[src/rtl/box_motion.sv]
// Bouncing box position: one pixel per frame on each axis, reflecting off the screen edges.
module box_motion #(
  parameter int BIT_WIDTH = 10,
  parameter int BOX_SIZE  = 32
) (
  input  logic                 clk_pixel,
  input  logic                 reset,
  input  logic                 fb,
  input  logic [BIT_WIDTH-1:0] screen_width,
  input  logic [BIT_WIDTH-1:0] screen_height,
  output logic [BIT_WIDTH-1:0] box_x,
  output logic [BIT_WIDTH-1:0] box_y
);

  localparam logic [BIT_WIDTH-1:0] ONE     = BIT_WIDTH'(1);
  localparam logic [BIT_WIDTH:0]   BOX_EXT = (BIT_WIDTH+1)'(BOX_SIZE);

  logic [BIT_WIDTH-1:0] r_box_x, r_box_y;
  logic                 r_dir_x, r_dir_y;  // 1 = moving towards larger coordinates
  logic [BIT_WIDTH:0]   w_x_lim, w_y_lim;
  logic                 w_dir_x_d, w_dir_y_d;
  logic [BIT_WIDTH-1:0] w_box_x_d, w_box_y_d;

  // Flip direction at an edge, then step one pixel in the (possibly new) direction.
  always_comb begin
    w_x_lim   = {1'b0, screen_width} - BOX_EXT;
    w_y_lim   = {1'b0, screen_height} - BOX_EXT;
    w_dir_x_d = r_dir_x;
    w_dir_y_d = r_dir_y;
    if (r_dir_x ? ({1'b0, r_box_x} == w_x_lim) : (r_box_x == '0)) w_dir_x_d = ~r_dir_x;
    if (r_dir_y ? ({1'b0, r_box_y} == w_y_lim) : (r_box_y == '0)) w_dir_y_d = ~r_dir_y;
    w_box_x_d = w_dir_x_d ? r_box_x + ONE : r_box_x - ONE;
    w_box_y_d = w_dir_y_d ? r_box_y + ONE : r_box_y - ONE;
  end

  // Position only moves at the frame boundary so a frame is drawn with one position.
  always_ff @(posedge clk_pixel) begin
    if (reset) begin
      r_box_x <= '0;
      r_box_y <= '0;
      r_dir_x <= 1'b1;
      r_dir_y <= 1'b1;
    end else if (fb) begin
      r_box_x <= w_box_x_d;
      r_box_y <= w_box_y_d;
      r_dir_x <= w_dir_x_d;
      r_dir_y <= w_dir_y_d;
    end
  end

  assign box_x = r_box_x;
  assign box_y = r_box_y;

endmodule

[config.mk]
export PLATFORM = sky130hd
export DESIGN_NAME = box_motion
export DESIGN_NICKNAME = d
export VERILOG_FILES = /design/src/rtl/box_motion.sv
export SDC_FILE = /design/constraint.sdc
export NUM_CORES = 1
export LEC_CHECK = 0
export CAP_MARGIN = 20
export CORE_ASPECT_RATIO = 0.75
export CORE_MARGIN = 2
export CORE_UTILIZATION = 47
export DETAILED_ROUTE_END_ITERATION = 12
export PLACE_DENSITY_LB_ADDON = 0.05
export SLEW_MARGIN = 20
export SYNTH_ARGS = -nofsm -noshare
export SYNTH_HDL_FRONTEND = slang
export SYNTH_SLANG_ARGS = --single-unit
[constraint.sdc]
create_clock -name clk_pixel -period 3.21 [get_ports clk_pixel]
set_input_delay 0.4815 -clock clk_pixel [delete_from_list [all_inputs] [get_ports clk_pixel]]
set_output_delay 0.4815 -clock clk_pixel [all_outputs]
set_load 0.01 [all_outputs]
==> flow_summary.json, run 1 <==
{
  "status": "completed",
  "synthTopCellsByArea": "dfxtp_1 (22%), ha_1 (11%), xnor2_1 (8.7%), mux2i_1 (6.0%), nor2_1 (5.4%)",
  "relSlewSlack_pct": 71.84,
  "critical_path_arrival_ns": 3.29,
  "synth-seq-cells": 22,
  "vdd_drop_max_v": 0.0002474,
  "rrSetupSlack_ns": 0.21,
  "rows": 20,
  "maxCapViolCount": 0,
  "clk_pin_slew_worst_paths_ns": 0.10,
  "grt_max_degree": 24,
  "timing.final.hold_violations": 0,
  "dp_cells": 388,
  "cellPowerDensity_nw_per_um2": 289.5,
  "drt_iter0_drc": 169,
  "hold_buffers": 0,
  "io_pins": 43,
  "dpl_worst_slack_ns": -0.6893,
  "slew_violations": 0,
  "synth_cell_types": 52,
  "core_area_sq_um": 4079,
  "finClkSkew_ns": 0.004779,
  "design_power_total_uw": 952.2,
  "start_util_pct": 49.42,
  "holdPathStages": 1,
  "track_usage_pct": 26.96,
  "cts_max_path_buffers": 2,
  "diodes": 0,
  "netlist.area_leader.share_pct": 21.85,
  "ys_top_cells_by_count": "nor2_1 (29), dfxtp_1 (22), xnor2_1 (20)",
  "antenna_left": 0,
  "tritoncts": "built",
  "portBuffers": 42,
  "cts_buffers": 3,
  "crit_chain": "clkbuf_2 -> buf_4 -> nor3_4 -> mux2i_1 -> mux2i_1 -> a31oi_4 -> clkinv_4 -> buf_6 -> ha_4 -> buf_4 -> nand3_2 -> a21bo_1 -> nand2_2 -> a41oi_2 -> mux4_2 -> a2111o_1",
  "die_x_um": 79.62,
  "die_height_um": 60.72,
  "fin_nets": 383,
  "max_stage_delay_ns": 0.34,
  "synth_area_per_cell_sq_um": 8.329,
  "yosysTopAreaCell": "dfxtp_1",
  "netlist_area_sq_um": 2016,
  "vias": 2190,
  "fin_cells": 394,
  "overflow": 0,
  "avgViaCountPerCell": 5.558,
  "place_hpwl_mm": 4.361,
  "critPathCaptureType": "flip-flop",
  "synth_cells": 242,
  "cts_root_buf": "clkbuf_8",
  "finalCritPeriodShare_pct": 97.17,
  "insertion_delay_ns": 0.28,
  "drt_wl_total_mm": 6.497,
  "min-delay-start": "r_dir_y",
  "syn_to_final_growth_pct": 63.19,
  "synth_fp_nets": 285,
  "stdcell_area_sq_um": 3289,
  "drcViolationCount": 0,
  "fill_cells": 280,
  "synth_edf_count": 0,
  "placed_area_sq_um": 2919,
  "post-synth-top-count-cell": "nor2_1",
  "fmax_mhz": 320.6,
  "final_layout_size_suffix_gt1_share_pct": 35.40,
  "worstPathRequired_ns": 3.38,
  "worstPathMaxFanout": 7,
  "synthArstFlopShare_pct": 0,
  "dieArea_sq_um": 4834,
  "fin_ws_ns": 0.09098,
  "tns_ns": 0,
  "critPathLaunchType": "primary input",
  "r2r-end": "box_x[9]",
  "yosysWarnings": 0,
  "routedWlPerCell_um": 16.49,
  "cts_sinks": 22,
  "hp-class": "reg -> reg",
  "rr_worst_depth": 13,
  "gp_routability_congestion": 0.8679,
  "min_to": "r_dir_y",
  "grt_pass1_vias": 2124,
  "path_class": "in -> reg",
  "worstMarginPinSlew_ns": 0.4210,
  "drt_pass1_iterations": 4,
  "htreeDepth": 1,
  "setup_viol": 0,
  "layout_min_cycle_time_ns": 3.119,
  "grt_pass1_wl_mm": 10.12,
  "synth_ff_type": "dfxtp_1",
  "ys_seq_area_share_pct": 21.85,
  "r2r-start": "box_x[3]",
  "leakage_uw": 0.001422,
  "slowest_stage": "a2111o_1",
  "antenna_found_initial": 0
}
## worst max path at each step
stage	to	start	slack (ns)	depth (start not counted)
finish	box_x[9]	screen_width[5]	0.09	16
global route	box_y[9]	screen_height[5]	-0.04	16
CTS	box_x[9]	screen_width[6]	-0.008	16
detailed placement	box_x[9]	screen_width[5]	-0.69	16
global placement	box_x[9]	screen_width[5]	-0.60	16
floorplan	box_x[9]	screen_width[5]	0.03	14
## logic make-up after synthesis
family | share of synthesized area, %
xor gates and xnor gates | 13.47
buffers and inverters | 4.531
muxes | 7.635
DFF | 21.85
AOI/OAI and AO/OA | 17.51
and+or+nand+nor | 21.85
adders and majority gates | 13.16
## metal layers
layer / track usage [%] / vias to the layer above / routed length, um
met5: 0 / - / 0
li1: - / 1084 / -
met3: 4.315 / 12 / 327
met1: 39.27 / 1026 / 3134
met4: 4.926 / 0 / 96
met2: 43.10 / 68 / 2938
## state kept, by name, indices dropped and copies added, names as in the netlist
name,flops
box_y,10
r_dir_y,1
r_dir_x,1
box_x,10
## layout by cell type, fill, tap and decap left out, types with 3 or more instances in the layout
cell type,instances
buf_4,54
clkbuf_8,3
inv_2,5
dfxtp_1,22
nor3_1,5
clkbuf_2,6
dlymetal6s2s_1,3
nor4_1,4
clkdlybuf4s50_1,32
nand4_1,7
buf_6,3
nand2_1,10
a21oi_1,11
xor2_1,9
xnor2_1,20
ha_1,6
mux2i_1,12
a21o_1,4
a21oi_2,7
nand3_1,3
nor2_1,28
ha_4,12
nand2b_4,4
inv_1,6
nor2b_1,3
## power by group
part | internal [uW] | switching, uW | leakage [uW]
registers | 289 | 26.1 | 0.000179
clock network | 167 | 111 | 0.0000357
logic | 198 | 161 | 0.00121
## per-stage QoR
step	hold slack, ns	util, %
2_1_floorplan	0.4613	-
3_3_place_gp	0.4894	71.56
3_5_place_dp	0.4986	71.56
4_1_cts	0.5210	78.19
5_1_grt	0.5707	80.64
6_report	0.5353	80.64
## what timing repair did
action / in CTS / in global routing
setup buffers: 1 / 1
pin swaps: 13 / 21
endpoints found under the hold margin: 0 / 0
gates resized for setup: 43 / 35
setup endpoints to repair: 4 / 4
## critical path: cells and delay by family
kind	cells	cell delay, ns
AO/OA/AOI/OAI	4	0.84
adder cells (fa/ha/maj)	1	0.27
buffers and inverters	5	0.64
multiplexers	3	0.68
AND/OR/NAND/NOR	3	0.37
## final cells by class
cell class                      count  area, sq um  share of cell area (%)
Clock buffer                        3        41.29                   1.255
Clock inverter                      1        30.03                  0.9129
Inverter                           12        50.05                   1.521
Multi-Input combinational cell    201         1808                   54.96
Sequential cell                    22        440.4                   13.39
Tap cell                           55        68.82                   2.092
Timing Repair Buffer              100        850.8                   25.87
(Power assumes the default switching activity.)
==> run 2: changes to the inputs <==
GPL_TIMING_DRIVEN = 0   (was unset)
==> run 2 against run 1 <==
Net effect: critical path depth increased by 4; non-clock buffer count fell by 30; combinational power shrank 18%; power shrank 7.7%; clock power decreased by 5%; clock skew down 0.0030 ns; via count down 5.5%; first-iteration DRC count down 22%; critical endpoint unchanged; largest cell class unchanged.
==> flow_summary.json, run 2 (same netlist as run 1, synthesis figures left out) <==
{
  "min-delay-start": "r_dir_y",
  "tritoncts": "built",
  "worstPathRequired_ns": 3.37,
  "grt_max_degree": 14,
  "die_height_um": 60.72,
  "rows": 20,
  "finClkSkew_ns": 0.001774,
  "seqPwrFrac_pct": 36.7,
  "fmax_mhz": 317.1,
  "drt_iter0_drc": 131,
  "drt_wl_total_mm": 5.709,
  "overflow": 0,
  "place_hpwl_mm": 3.810,
  "slowest_stage": "a2111o_1",
  "vias": 2070,
  "cts_buffers": 3,
  "insertion_delay_ns": 0.27,
  "final_layout_size_suffix_gt1_share_pct": 25.24,
  "core_area_sq_um": 4079,
  "clk_pin_slew_worst_paths_ns": 0.08,
  "max_stage_delay_ns": 0.35,
  "track_usage_pct": 23.36,
  "vdd_drop_max_v": 0.0003259,
  "avgViaCountPerCell": 5.687,
  "final_cell_mix": "clkdlybuf4s50_1 (30), nor2_1 (28), dfxtp_1 (22), buf_4 (21), xnor2_1 (19)",
  "diodes": 0,
  "swShare_pct": 30.39,
  "status": "completed",
  "maxCapViolCount": 0,
  "critPathLaunchType": "primary input",
  "crit_chain": "buf_2 -> inv_1 -> ha_4 -> nand2b_4 -> o211a_1 -> o31ai_2 -> a31oi_2 -> buf_4 -> buf_4 -> buf_4 -> buf_4 -> buf_4 -> buf_4 -> buf_4 -> buf_4 -> buf_4 -> buf_4 -> buf_4 -> buf_4 -> a2111o_1",
  "antenna_found_initial": 0,
  "worstMarginPinSlew_ns": 0.7094,
  "start_util_pct": 49.42,
  "critical_path_arrival_ns": 3.31,
  "setup_viol": 0,
  "p_switching_uw": 267.1,
  "critPathLaunch": "screen_width[6]",
  "placed_area_sq_um": 2545,
  "critPathCaptureType": "flip-flop",
  "dieArea_sq_um": 4834,
  "drcViolationCount": 0,
  "layout_min_cycle_time_ns": 3.154,
  "post-route-util_pct": 74.51,
  "p_int_uw": 611.7,
  "stdcell_area_sq_um": 3039,
  "holdPathStages": 1,
  "cellPowerDensity_nw_per_um2": 289.2,
  "timing.final.hold_violations": 0,
  "worstPathMaxFanout": 3,
  "die_x_um": 79.62,
  "io_pins": 43,
  "combPwrFrac_pct": 33.4,
  "leakage_uw": 0.001293,
  "portBuffers": 42,
  "final_common_cell": "clkdlybuf4s50_1",
  "routedWlPerCell_um": 15.68,
  "fin_nets": 353,
  "path_class": "in -> reg",
  "cts_max_path_buffers": 2,
  "grt_pass1_vias": 1809,
  "htreeDepth": 1,
  "antenna_left": 0,
  "cts_root_buf": "clkbuf_8",
  "rr_worst_depth": 17,
  "syn_to_final_growth_pct": 50.78,
  "finalCritPeriodShare_pct": 98.26,
  "cts_sinks": 22,
  "drt_pass1_iterations": 4,
  "crit_path_frequent_cell": "buf_4",
  "r2r-start": "box_x[9]",
  "clkPwrFrac_pct": 29.9,
  "grt_pass1_wl_mm": 8.838,
  "relSlewSlack_pct": 52.71,
  "slew_violations": 0,
  "hp-class": "reg -> reg",
  "gp_routability_congestion": 0.8331
}
## run 2: final timing paths
kind | endpoint | slack (ns)
worst min register to register | r_dir_y | 0.53
worst max-delay path | box_x[9] | 0.06
worst max register to register | box_x[9] | 0.19
worst min-delay path | r_dir_y | 0.53
## run 2: per-layer routing
metal,routed length [um],GRT usage [%],up-vias
met5,0,0,-
li1,-,-,1014
met3,219,3.423,6
met4,38,3.448,0
met2,2569,35.05,43
met1,2881,36.23,1007
## run 2: timing repair
| item | 4_1_cts | 5_1_grt |
|---|---|---|
| pin swaps | 13 | 18 |
| endpoints found under the setup margin | 7 | 4 |
| hold buffers | 0 | 0 |
| setup buffers | 18 | 3 |
| gates resized for setup | 36 | 40 |
## run 2: worst max-delay path, delay by kind of cell
kind            cells  cell delay [ns]
fa+ha+maj           1             0.16
buf+inv            14             1.69
simple gates        1             0.06
compound gates      4             0.92
## run 2: stage by stage
| stage | total power, uW | instances | worst slack, ns | hold slack, ns | setup TNS, ns |
|---|---|---|---|---|---|
| 2_1_floorplan | 470.7 | 242 | 0.02975 | 0.4613 | 0 |
| 3_3_place_gp | 564.6 | 339 | -1.017 | 0.5040 | -6.010 |
| 3_5_place_dp | 568.2 | 339 | -1.011 | 0.5114 | -6.465 |
| 4_1_cts | 851.6 | 361 | 0.002686 | 0.5320 | 0 |
| 5_1_grt | 921.6 | 364 | -0.04039 | 0.5560 | -0.05697 |
| 6_report | 878.8 | 364 | 0.05596 | 0.5342 | 0 |
## run 2: area by class of cell
type	count	area (sq um)
Buffer	7	46.29
Tap cell	55	68.82
Sequential cell	22	440.4
Fill cell	307	1040
Clock buffer	3	41.29
Timing Repair Buffer	63	565.5
Inverter	12	58.81
Multi-Input combinational cell	201	1788
Clock inverter	1	30.03
## run 2: power groups by stage
stage / logic [uW] / registers [uW] / clock network (uW)
2_1_floorplan: 146 / 325 / 0
3_3_place_gp: 239 / 325 / 0
3_5_place_dp: 243 / 325 / 0
4_1_cts: 263 / 321 / 268
5_1_grt: 320 / 326 / 276
6_report: 294 / 322 / 263
==> run 3: changes to the inputs <==
ABC_AREA = 1   (was unset)
==> run 3 against run 2 <==
Net effect: power rose by 16%; clock power fell by 21%; sequential power rose by 6.2%; count of clock-buffer cells in the layout rose by 1; clock skew rose by 0.00069 ns; via count rose by 16%; wire length rose by 8.3%; worst hold slack got worse by 0.059 ns; non-clock buffer count fell by 16; final cell count rose by 26%; synthesized area rose by 8.3%; flip-flop and latch count did not move; critical path type unchanged; critical endpoint is now box_x[7].
==> flow_summary.json, run 3 <==
{
  "die_height_um": 63.03,
  "drt_iter0_drc": 149,
  "worstPathRequired_ns": 3.38,
  "holdPathStages": 2,
  "cts_root_buf": "clkbuf_8",
  "track_usage_pct": 23.09,
  "portBuffers": 41,
  "ys_seq_area_share_pct": 20.17,
  "clk_pin_slew_worst_paths_ns": 0.08,
  "rr_worst_depth": 15,
  "grt_max_degree": 13,
  "avgViaCountPerCell": 5.249,
  "syn_to_final_growth_pct": 38.74,
  "overflow": 0,
  "slew_violations": 0,
  "grt_pass1_wl_mm": 9.487,
  "synthArstFlopShare_pct": 0,
  "drt_pass1_iterations": 4,
  "hold_buffers": 0,
  "antenna_left": 0,
  "layout_min_cycle_time_ns": 3.114,
  "drt_wl_total_mm": 6.184,
  "finalCritPeriodShare_pct": 97.02,
  "worstPathMaxFanout": 9,
  "routedWlPerCell_um": 13.50,
  "seqCellArea_sq_um": 440.4,
  "post-synth-top-count-cell": "nand2_1",
  "synth_fp_nets": 390,
  "critPathCaptureType": "flip-flop",
  "antenna_found_initial": 0,
  "final_common_cell": "nand2_1",
  "worstMarginPinSlew_ns": 0.6622,
  "path_class": "in -> reg",
  "core_area_sq_um": 4467,
  "start_util_pct": 48.88,
  "dieArea_sq_um": 5212,
  "leakage_uw": 0.001556,
  "drcViolationCount": 0,
  "netlist_area_sq_um": 2183,
  "timing.final.hold_violations": 0,
  "relSlewSlack_pct": 55.59,
  "setup_viol": 0,
  "r2r-start": "box_y[0]",
  "multi_input_comb_area_sq_um": 1727,
  "r2r-end": "box_y[7]",
  "vias": 2404,
  "die_x_um": 82.70,
  "hp-class": "reg -> reg",
  "tritoncts": "built",
  "cts_max_path_buffers": 2,
  "finClkSkew_ns": 0.002468,
  "critPathLaunchType": "primary input",
  "yosysTopAreaCell": "dfxtp_1",
  "maxCapViolCount": 0,
  "final_layout_size_suffix_gt1_share_pct": 14.71,
  "gp_routability_congestion": 0.8869,
  "stdcell_area_sq_um": 3029,
  "io_pins": 43,
  "rows": 21,
  "cts_buffers": 3,
  "synth_cells": 347,
  "synth_edf_count": 0,
  "diodes": 0,
  "yosysWarnings": 0,
  "ys_top_cells_by_count": "nand2_1 (73), inv_1 (56), nor2_1 (40)",
  "synthTopCellsByArea": "dfxtp_1 (20%), nand2_1 (13%), ha_1 (10%), inv_1 (9.6%), a21oi_1 (6.9%)",
  "min-delay-start": "r_dir_y",
  "insertion_delay_ns": 0.27,
  "rrSetupSlack_ns": 0.32,
  "synth_ff_type": "dfxtp_1",
  "fin_nets": 445,
  "htreeDepth": 1,
  "status": "completed",
  "critical_path_arrival_ns": 3.28,
  "min_to": "r_dir_y",
  "cts_sinks": 22,
  "netlist.area_leader.share_pct": 20.17,
  "place_hpwl_mm": 4.399,
  "grt_pass1_vias": 2118,
  "design_power_total_uw": 1019,
  "synth_cell_types": 31,
  "fill_cells": 415,
  "vdd_drop_max_v": 0.0002989,
  "synth-seq-cells": 22,
  "cellPowerDensity_nw_per_um2": 336.5,
  "synth_area_per_cell_sq_um": 6.292,
  "placed_area_sq_um": 2665,
  "fmax_mhz": 321.1,
  "final_cell_mix": "nand2_1 (70), inv_1 (54), clkdlybuf4s50_1 (38), nor2_1 (37), a21oi_1 (28)"
}
==> run 3: cell types whose count changed in the layout (fill, tap and decap cells not counted), moves of 8 or more <==
| cell | previous run | this run |
|---|---|---|
| a21oi_1 | 11 | 28 |
| clkdlybuf4s50_1 | 30 | 38 |
| o21ai_0 | 1 | 20 |
| nand2_1 | 12 | 70 |
| buf_4 | 21 | 8 |
| nand3_1 | 4 | 16 |
| mux2i_1 | 12 | 0 |
| xnor2_1 | 19 | 7 |
| inv_1 | 9 | 54 |
| nor2_1 | 28 | 37 |
==> run 3: worst max path at each step <==
| stage | from | endpoint | slack [ns] | cells after the start |
|---|---|---|---|---|
| CTS | screen_width[5] | box_x[9] | 0.02 | 21 |
| detailed placement | screen_height[5] | box_y[9] | -0.63 | 21 |
| floorplan | screen_height[5] | box_y[9] | 0.38 | 21 |
| global route | screen_width[6] | box_x[7] | -0.007 | 22 |
| finish | screen_width[6] | box_x[7] | 0.1 | 22 |
| global placement | screen_height[5] | box_y[9] | -0.59 | 22 |
==> run 3: report_power, final <==
group | switching [uW] | internal [uW] | total [uW]
Clock | 98.6 | 110 | 208
Combinational | 250 | 219 | 469
Sequential | 42.6 | 300 | 342
Total | 391 | 628 | 1020
==> run 3: area by class of cell <==
type	instances	share of cell area (%)
multi-input combinational	260	57.00
timing repair buffer	49	15.78
sequential	22	14.54
inverter	61	7.559
tap	57	2.354
clock buffer	4	1.817
buffer	5	0.9500
==> run 3: what timing repair did <==
action / in CTS / in global routing
pin swaps: 2 / 10
cloned: 1 / 0
resized for setup: 10 / 34
endpoints found under the hold margin: 0 / 0
setup endpoints to repair: 9 / 10
buffers inserted: 3 / 5
==> run 3: stage by stage <==
| stage | utilization [%] | hold slack, ns | setup WS (ns) | setup TNS [ns] | std cells |
|---|---|---|---|---|---|
| 2_1_floorplan | - | 0.4426 | 0.3835 | 0 | 347 |
| 3_3_place_gp | 59.66 | 0.4519 | -0.5905 | -4.090 | 445 |
| 3_5_place_dp | 59.66 | 0.4586 | -0.6289 | -4.488 | 445 |
| 4_1_cts | 62.49 | 0.4794 | 0.01913 | 0 | 453 |
| 5_1_grt | 67.82 | 0.5373 | -0.006620 | -0.007999 | 458 |
| 6_report | 67.82 | 0.4747 | 0.09550 | 0 | 458 |
==> run 3: kinds of logic after synthesis <==
group           synth area share [%]
flops                          20.17
simple gates                   30.43
buf+inv                        11.80
compound gates                 17.82
fa+ha+maj                      12.15
xor+xnor                       7.622
==> run 3: routing by layer <==
| layer | GRT usage [%] | vias to the layer above | routed length [um] |
|---|---|---|---|
| met5 | 0 | - | 0 |
| met4 | 3.279 | 0 | 69 |
| met3 | 5.202 | 9 | 436 |
| met2 | 32.36 | 73 | 2584 |
| met1 | 36.28 | 1088 | 3093 |
| li1 | - | 1234 | - |
==> run 3: worst max-delay path: stages <==
cell and delay [ns]:
clkdlybuf4s50_1 0.50, inv_1 0.08, ha_4 0.22, nand2_1 0.06
nand2_1 0.05, a21oi_1 0.10, nand2_1 0.08, nor2_2 0.14
nand3b_4 0.13, nand2_8 0.12, buf_4 0.14, ha_1 0.24
nand4_1 0.16, nor2_1 0.09, nor2_1 0.15, nor2_1 0.06
nor2_1 0.12, nor2_1 0.06, nor2_1 0.09, nand2_1 0.07
o211ai_1 0.08, inv_1 0.05
